<file path="src/rtl/xgmii_rx_decoder.sv">
// xgmii_rx_decoder
//   Decodes a 64-bit XGMII receive stream (8 lanes) into AXI-Stream style
//   frame beats. Frames start with a Start character in lane 0 or lane 4
//   followed by preamble/SFD; payload begins at lane 0 of the next word.
//   Each data word is parked in a one-word hold register and released when
//   the following word is decoded, so tlast can be attached to the right beat.
//
// Ports
//   i_clk, i_rst_n       : clock, synchronous active-low reset
//   i_xgmii_rxd/rxc      : XGMII data (lane n = bits [8n+7:8n]) and control flags
//   o_axis_tdata/tkeep   : beat data and contiguous byte-valid mask
//   o_axis_tvalid/tlast  : beat valid (no back-pressure) and end of frame
//   o_axis_tuser         : frame error, meaningful only with tlast
//   o_frame_cnt          : frames completed without error (wraps)
//   o_err_cnt            : errored or dropped frames (wraps)
module xgmii_rx_decoder #(
    parameter int MAX_FRAME_BYTES = 1536
) (
    input  logic        i_clk,
    input  logic        i_rst_n,
    input  logic [63:0] i_xgmii_rxd,
    input  logic [7:0]  i_xgmii_rxc,
    output logic [63:0] o_axis_tdata,
    output logic [7:0]  o_axis_tkeep,
    output logic        o_axis_tvalid,
    output logic        o_axis_tlast,
    output logic        o_axis_tuser,
    output logic [31:0] o_frame_cnt,
    output logic [31:0] o_err_cnt
);

    localparam logic [7:0]  CH_START  = 8'hFB;
    localparam logic [7:0]  CH_TERM   = 8'hFD;
    localparam logic [7:0]  CH_IDLE   = 8'h07;
    localparam logic [63:0] HDR_LANE0 = 64'hD555_5555_5555_55FB;
    localparam logic [31:0] HDR_LANE4 = 32'hD555_55FB;

    typedef enum logic [1:0] {ST_IDLE, ST_DATA, ST_DROP} state_t;

    state_t      state_q, state_d;
    logic [63:0] rxd_q, rxd_d;
    logic [7:0]  rxc_q, rxc_d;
    logic [63:0] hold_data_q, hold_data_d;
    logic [7:0]  hold_keep_q, hold_keep_d;
    logic        hold_vld_q, hold_vld_d;
    logic [13:0] byte_cnt_q, byte_cnt_d;
    logic [63:0] tdata_q, tdata_d;
    logic [7:0]  tkeep_q, tkeep_d;
    logic        tvalid_q, tvalid_d;
    logic        tlast_q, tlast_d;
    logic        tuser_q, tuser_d;
    logic [31:0] frame_cnt_q, frame_cnt_d;
    logic [31:0] err_cnt_q, err_cnt_d;

    // Lane decode of the registered input word
    logic [7:0]  term_mask, below_mask;
    logic [3:0]  term_lane, n_bytes;
    logic        term_any, ctrl_err, oversize, start0, start4, idle0;
    logic [14:0] byte_sum;

    always_comb begin
        term_mask  = '0;
        below_mask = '0;
        term_lane  = 4'd8;
        for (int i = 0; i < 8; i++)
            term_mask[i] = rxc_q[i] && (rxd_q[8*i +: 8] == CH_TERM);
        for (int i = 7; i >= 0; i--)
            if (term_mask[i]) term_lane = 4'(i);
        // Lanes below the first Terminate (all lanes if none); only these are checked
        for (int i = 0; i < 8; i++)
            below_mask[i] = (4'(i) < term_lane);
    end

    assign term_any = |term_mask;
    // Any control below the Terminate lane is an error (Error, Start, Idle, ...)
    assign ctrl_err = |(rxc_q & below_mask);
    assign n_bytes  = term_any ? term_lane : 4'd8;
    assign byte_sum = {1'b0, byte_cnt_q} + 15'(n_bytes);
    assign oversize = byte_sum > 15'(MAX_FRAME_BYTES);
    assign start0   = rxc_q[0] && (rxd_q[7:0] == CH_START);
    assign start4   = rxc_q[4] && (rxd_q[39:32] == CH_START);
    assign idle0    = rxc_q[0] && (rxd_q[7:0] == CH_IDLE);

    logic emit, emit_last, emit_err, err_inc;

    always_comb begin
        state_d     = state_q;
        rxd_d       = i_xgmii_rxd;
        rxc_d       = i_xgmii_rxc;
        hold_data_d = hold_data_q;
        hold_keep_d = hold_keep_q;
        hold_vld_d  = hold_vld_q;
        byte_cnt_d  = byte_cnt_q;
        frame_cnt_d = frame_cnt_q;
        err_cnt_d   = err_cnt_q;
        emit        = 1'b0;
        emit_last   = 1'b0;
        emit_err    = 1'b0;
        err_inc     = 1'b0;

        case (state_q)
            ST_IDLE: begin
                // A held word here is always the partial tail of a terminated frame
                emit       = hold_vld_q;
                emit_last  = 1'b1;
                hold_vld_d = 1'b0;
                if (start0 || start4) begin
                    byte_cnt_d = '0;
                    if (start0 ? (rxc_q == 8'h01 && rxd_q == HDR_LANE0)
                               : (rxc_q[7:4] == 4'b0001 && rxd_q[63:32] == HDR_LANE4)) begin
                        state_d = ST_DATA;
                    end else begin
                        err_inc = 1'b1;
                        state_d = ST_DROP;
                    end
                end
            end
            ST_DATA: begin
                emit = hold_vld_q;
                if (ctrl_err) begin
                    emit_last  = 1'b1;
                    emit_err   = 1'b1;
                    err_inc    = 1'b1;
                    hold_vld_d = 1'b0;
                    state_d    = term_any ? ST_IDLE : ST_DROP;
                end else if (oversize) begin
                    emit_last  = 1'b1;
                    emit_err   = 1'b1;
                    err_inc    = 1'b1;
                    hold_vld_d = 1'b0;
                    state_d    = ST_DROP;
                end else if (term_any && term_lane == 4'd0) begin
                    emit_last  = 1'b1;
                    hold_vld_d = 1'b0;
                    state_d    = ST_IDLE;
                end else begin
                    // Full word, or partial word that IDLE releases with tlast next cycle
                    hold_data_d = rxd_q;
                    hold_keep_d = term_any ? below_mask : 8'hFF;
                    hold_vld_d  = 1'b1;
                    byte_cnt_d  = byte_sum[13:0];
                    if (term_any) state_d = ST_IDLE;
                end
            end
            ST_DROP: begin
                if (term_any || idle0) state_d = ST_IDLE;
            end
            default: state_d = ST_IDLE;
        endcase

        tvalid_d = emit;
        tlast_d  = emit && emit_last;
        tuser_d  = emit && emit_err;
        tdata_d  = emit ? hold_data_q : '0;
        tkeep_d  = emit ? hold_keep_q : '0;
        if (emit && emit_last && !emit_err) frame_cnt_d = frame_cnt_q + 32'd1;
        if (err_inc) err_cnt_d = err_cnt_q + 32'd1;
    end

    always_ff @(posedge i_clk) begin
        if (!i_rst_n) begin
            state_q     <= ST_IDLE;
            rxd_q       <= '0;
            rxc_q       <= '0;
            hold_data_q <= '0;
            hold_keep_q <= '0;
            hold_vld_q  <= 1'b0;
            byte_cnt_q  <= '0;
            tdata_q     <= '0;
            tkeep_q     <= '0;
            tvalid_q    <= 1'b0;
            tlast_q     <= 1'b0;
            tuser_q     <= 1'b0;
            frame_cnt_q <= '0;
            err_cnt_q   <= '0;
        end else begin
            state_q     <= state_d;
            rxd_q       <= rxd_d;
            rxc_q       <= rxc_d;
            hold_data_q <= hold_data_d;
            hold_keep_q <= hold_keep_d;
            hold_vld_q  <= hold_vld_d;
            byte_cnt_q  <= byte_cnt_d;
            tdata_q     <= tdata_d;
            tkeep_q     <= tkeep_d;
            tvalid_q    <= tvalid_d;
            tlast_q     <= tlast_d;
            tuser_q     <= tuser_d;
            frame_cnt_q <= frame_cnt_d;
            err_cnt_q   <= err_cnt_d;
        end
    end

    assign o_axis_tdata  = tdata_q;
    assign o_axis_tkeep  = tkeep_q;
    assign o_axis_tvalid = tvalid_q;
    assign o_axis_tlast  = tlast_q;
    assign o_axis_tuser  = tuser_q;
    assign o_frame_cnt   = frame_cnt_q;
    assign o_err_cnt     = err_cnt_q;

endmodule

</file>
<file path="config.mk">
export PLATFORM = sky130hd
export DESIGN_NAME = xgmii_rx_decoder
export DESIGN_NICKNAME = d
export VERILOG_FILES = /design/src/rtl/xgmii_rx_decoder.sv
export SDC_FILE = /design/constraint.sdc
export NUM_CORES = 1
export LEC_CHECK = 0
export ABC_AREA = 1
export BUFFER_PORTS_ARGS = -buffer_cell sky130_fd_sc_hd__buf_2
export CAP_MARGIN = 30
export CORE_AREA = 2 2 152 154
export CTS_CLUSTER_SIZE = 16
export DETAILED_ROUTE_END_ITERATION = 12
export DIE_AREA = 0 0 154 156
export GPL_TIMING_DRIVEN = 0
export PLACE_DENSITY = 0.78
export SLEW_MARGIN = 10
export SYNTH_ARGS = -nofsm -noshare
export SYNTH_HDL_FRONTEND = slang
export SYNTH_SLANG_ARGS = --single-unit
</file>
<file path="constraint.sdc">
create_clock -name i_clk -period 5.2 [get_ports i_clk]
set_input_delay 0.26 -clock i_clk [delete_from_list [all_inputs] [get_ports i_clk]]
set_output_delay 0.26 -clock i_clk [all_outputs]
set_load 0.03 [all_outputs]
</file>
==> metrics <==
status=completed; fin worst setup slack=1.02 ns; Mapped Cells=1615; CTS HTree Levels=1; DR iter-0 viols=approximately 770; most frequent cell after synthesis=nand2_1; max-cap violations=0; main flop type after synthesis=dfxtp_1; Routed WL=approximately 34 mm; num rows=55; routed vias=about 12k; Clock transition at path regs=about 0.070 ns; Syn Nets=1696; Root Driver=clkbuf_16; area leader, netlist=dfxtp_1; Pwr per Cell Area=~330 nW/um^2; Synth Cell Area=about 12000 um^2; WP data required=~5.6 ns; Wirelength per Cell=approximately 15 um; post-synthesis sequential area ratio=slightly below 50%; final cell count without fillers=around 2.2k; R2R Path End=hold_data_q[31]$_SDFFE_PN0P_; final worst path period share=80.5%; final net count=around 2.0k; number of synthesized flops with an enable pin=0; die width=approximately 150 um; r2r worst-path depth=26; peak supply drop=~230 uV; Worst Setup End Kind=flip-flop; final setup fails=0; Ports=between 200 and 250; pre-CTS WS=~1.2 ns; Async S/R FF share, synth=0%; Fin. Hold Viols=0; share of cells above drive strength 1=between 10% and 20%; Setup Buffers After CTS=0; Synth cell types=37; worst hold path type=input port to flip-flop; Hold Crit Depth=3; TritonCTS Sinks=300; initial antenna violation count=0; vias in the first global route=10.9k; clk_skew=0.0194 ns; Clock Path Buffers=3; Initial Util=54.5%; kind of critical path=flip-flop to flip-flop; critical path arrival=around 4.6 ns; pin count of the biggest net entering global routing=17; first-pass GRT wire length=between 50 and 60 mm; setup TNS=0 ns; Core Box Area=around 22000 um^2; Period minus WS final=4.18 ns; area share of the largest cell type after synthesis=between 40 and 50%; CTS Buf Count=30; CP startpoint=rxc_q[6]$_SDFF_PN0_; Worst setup SP type=flip-flop; Warnings, synthesis=0; worst reg2reg setup slack=~1.0 ns; residual DRC count=0; vias per inst=5.19; leak pwr=between 6 and 7 nW; GRT Overall Usage=27.1%; end of the worst hold path=o_axis_tvalid$_SDFF_PN0_; worst r2r src=rxc_q[6]$_SDFF_PN0_; Post-Syn Area per Cell=roughly 7.6 um^2; Critical-path top delay cell=fa_1; fin. max-slew vios=0; Antenna Cells=0; CP dominant cell by count=nand2_1; Area growth syn-to-layout=25.8%; Clock Latency Late Sink=between 0.5 and 0.6 ns; CP max stage delay=~0.44 ns; TritonCTS clock tree=yes; Final HPWL DP=~23 mm; RSZ-0062 raised after global routing=false; worst slew pin tran=0.845 ns; top cells by area, synth=dfxtp_1 49%, nand2_1 9.9%, inv_1 7.6%; Post-synth top cells=322 x nand2_1, 300 x dfxtp_1, 246 x inv_1; Die ar.=24000 um^2; Hold Crit Start=i_rst_n; # port buffers=roughly 210; TritonRoute pass-1 iters=6; dpl cells=between 2k and 2.5k; CP bufs+invs=4; ANT nets after route=0; fmax=around 240 MHz; Fill cells=approximately 1.8k; worst rel slew slack=43.6%; cell family with most CP delay=simple AND/OR/NAND/NOR gates; CP max FO=10; Congestion Overflow GR=0; die height=about 160 um; Seq cells post-synth=300; GPL Wtd Cong=0.961
## kinds of logic (layout without fill, tap and decap cells)
kind of cell               after synthesis  in the layout  synth area share [%]
DFF                                    300            300                  49.2
AOI/OAI and AO/OA                      234            234                  10.1
buffers and inverters                  319            656                  10.6
adders and majority gates                7              7                 0.780
and+or+nand+nor                        697            697                  25.2
xor gates and xnor gates                58             58                  4.16
## cell usage in the layout (no fill, tap or decap), types with 44 or more instances in the layout
cell,n
nand2_1,322
dfxtp_1,300
inv_1,246
buf_2,227
nor2_1,174
a21oi_1,143
o21ai_0,80
dlygate4sd3_1,72
nand4_1,64
nand3_1,54
nor3_1,44
## layer usage
metal / vias up / GRT usage (%) / share of wire, %
met1: 5349 / 35.9 / 44
li1: 5747 / - / -
met4: 0 / 10.5 / 3.5
met3: 98 / 3.31 / 5.7
met2: 407 / 45.7 / 47
met5: - / 0 / 0
## registers in the layout, summed over array words and instances (netlist names)
signal and flops:
hold_data_q 64, o_axis_tdata 64, rxd_q 64, o_err_cnt 32
o_frame_cnt 32, byte_cnt_q 14, hold_keep_q 8, o_axis_tkeep 8
rxc_q 8, state_q 2, hold_vld_q 1, o_axis_tlast 1
o_axis_tuser 1, o_axis_tvalid 1
## tightest hold or removal path, delay by kind of cell
kind,cells,cell delay (ns)
simple gates,1,0.08
buf+inv,2,0.28
## power breakdown
part           total (W)  switching (W)  internal, W
sequential       0.00240      0.0000434      0.00236
combinational   0.000429       0.000274     0.000155
clock            0.00217       0.000906      0.00126
total            0.00500        0.00122      0.00378
## how the worst max path moves through the flow
stage / to / slack, ns / cells after the start
final: hold_data_q[31]$_SDFFE_PN0P_ / 1.02 / 26
after global routing: hold_data_q[31]$_SDFFE_PN0P_ / 0.63 / 27
after CTS: hold_data_q[57]$_SDFFE_PN0P_ / 1.12 / 25
after detailed placement: hold_data_q[37]$_SDFFE_PN0P_ / 1.17 / 26
after global placement: hold_keep_q[5]$_SDFFE_PN0P_ / 1.25 / 26
after floorplan: hold_data_q[31]$_SDFFE_PN0P_ / 1.97 / 26
## through the flow
step	hold slack, ns	total power, W	cell area, um^2	util (%)
after floorplan	0.358	0.00270	12200	-
after global placement	0.417	0.00281	13600	60.9
after detailed placement	0.428	0.00282	13600	60.9
after CTS	0.108	0.00501	15300	68.6
after global routing	0.126	0.00516	15300	68.6
final	0.123	0.00500	15300	68.6
## what timing repair did
item | in CTS | in global routing
endpoints found under the hold margin | 72 | 0
resized for setup | 0 | 0
hold buffers | 72 | 0
## layout make-up
class / instances / area (um^2) / share of cell area, %
multi-input combinational: 996 / 4900 / 32.0
tap: 285 / 357 / 2.32
buffer: 66 / 338 / 2.20
clock buffer: 36 / 813 / 5.30
sequential: 300 / 6010 / 39.1
inverter: 253 / 950 / 6.19
timing repair buffer: 284 / 1780 / 11.6
clock inverter: 17 / 193 / 1.26
Power figures use the tool's default switching activity.
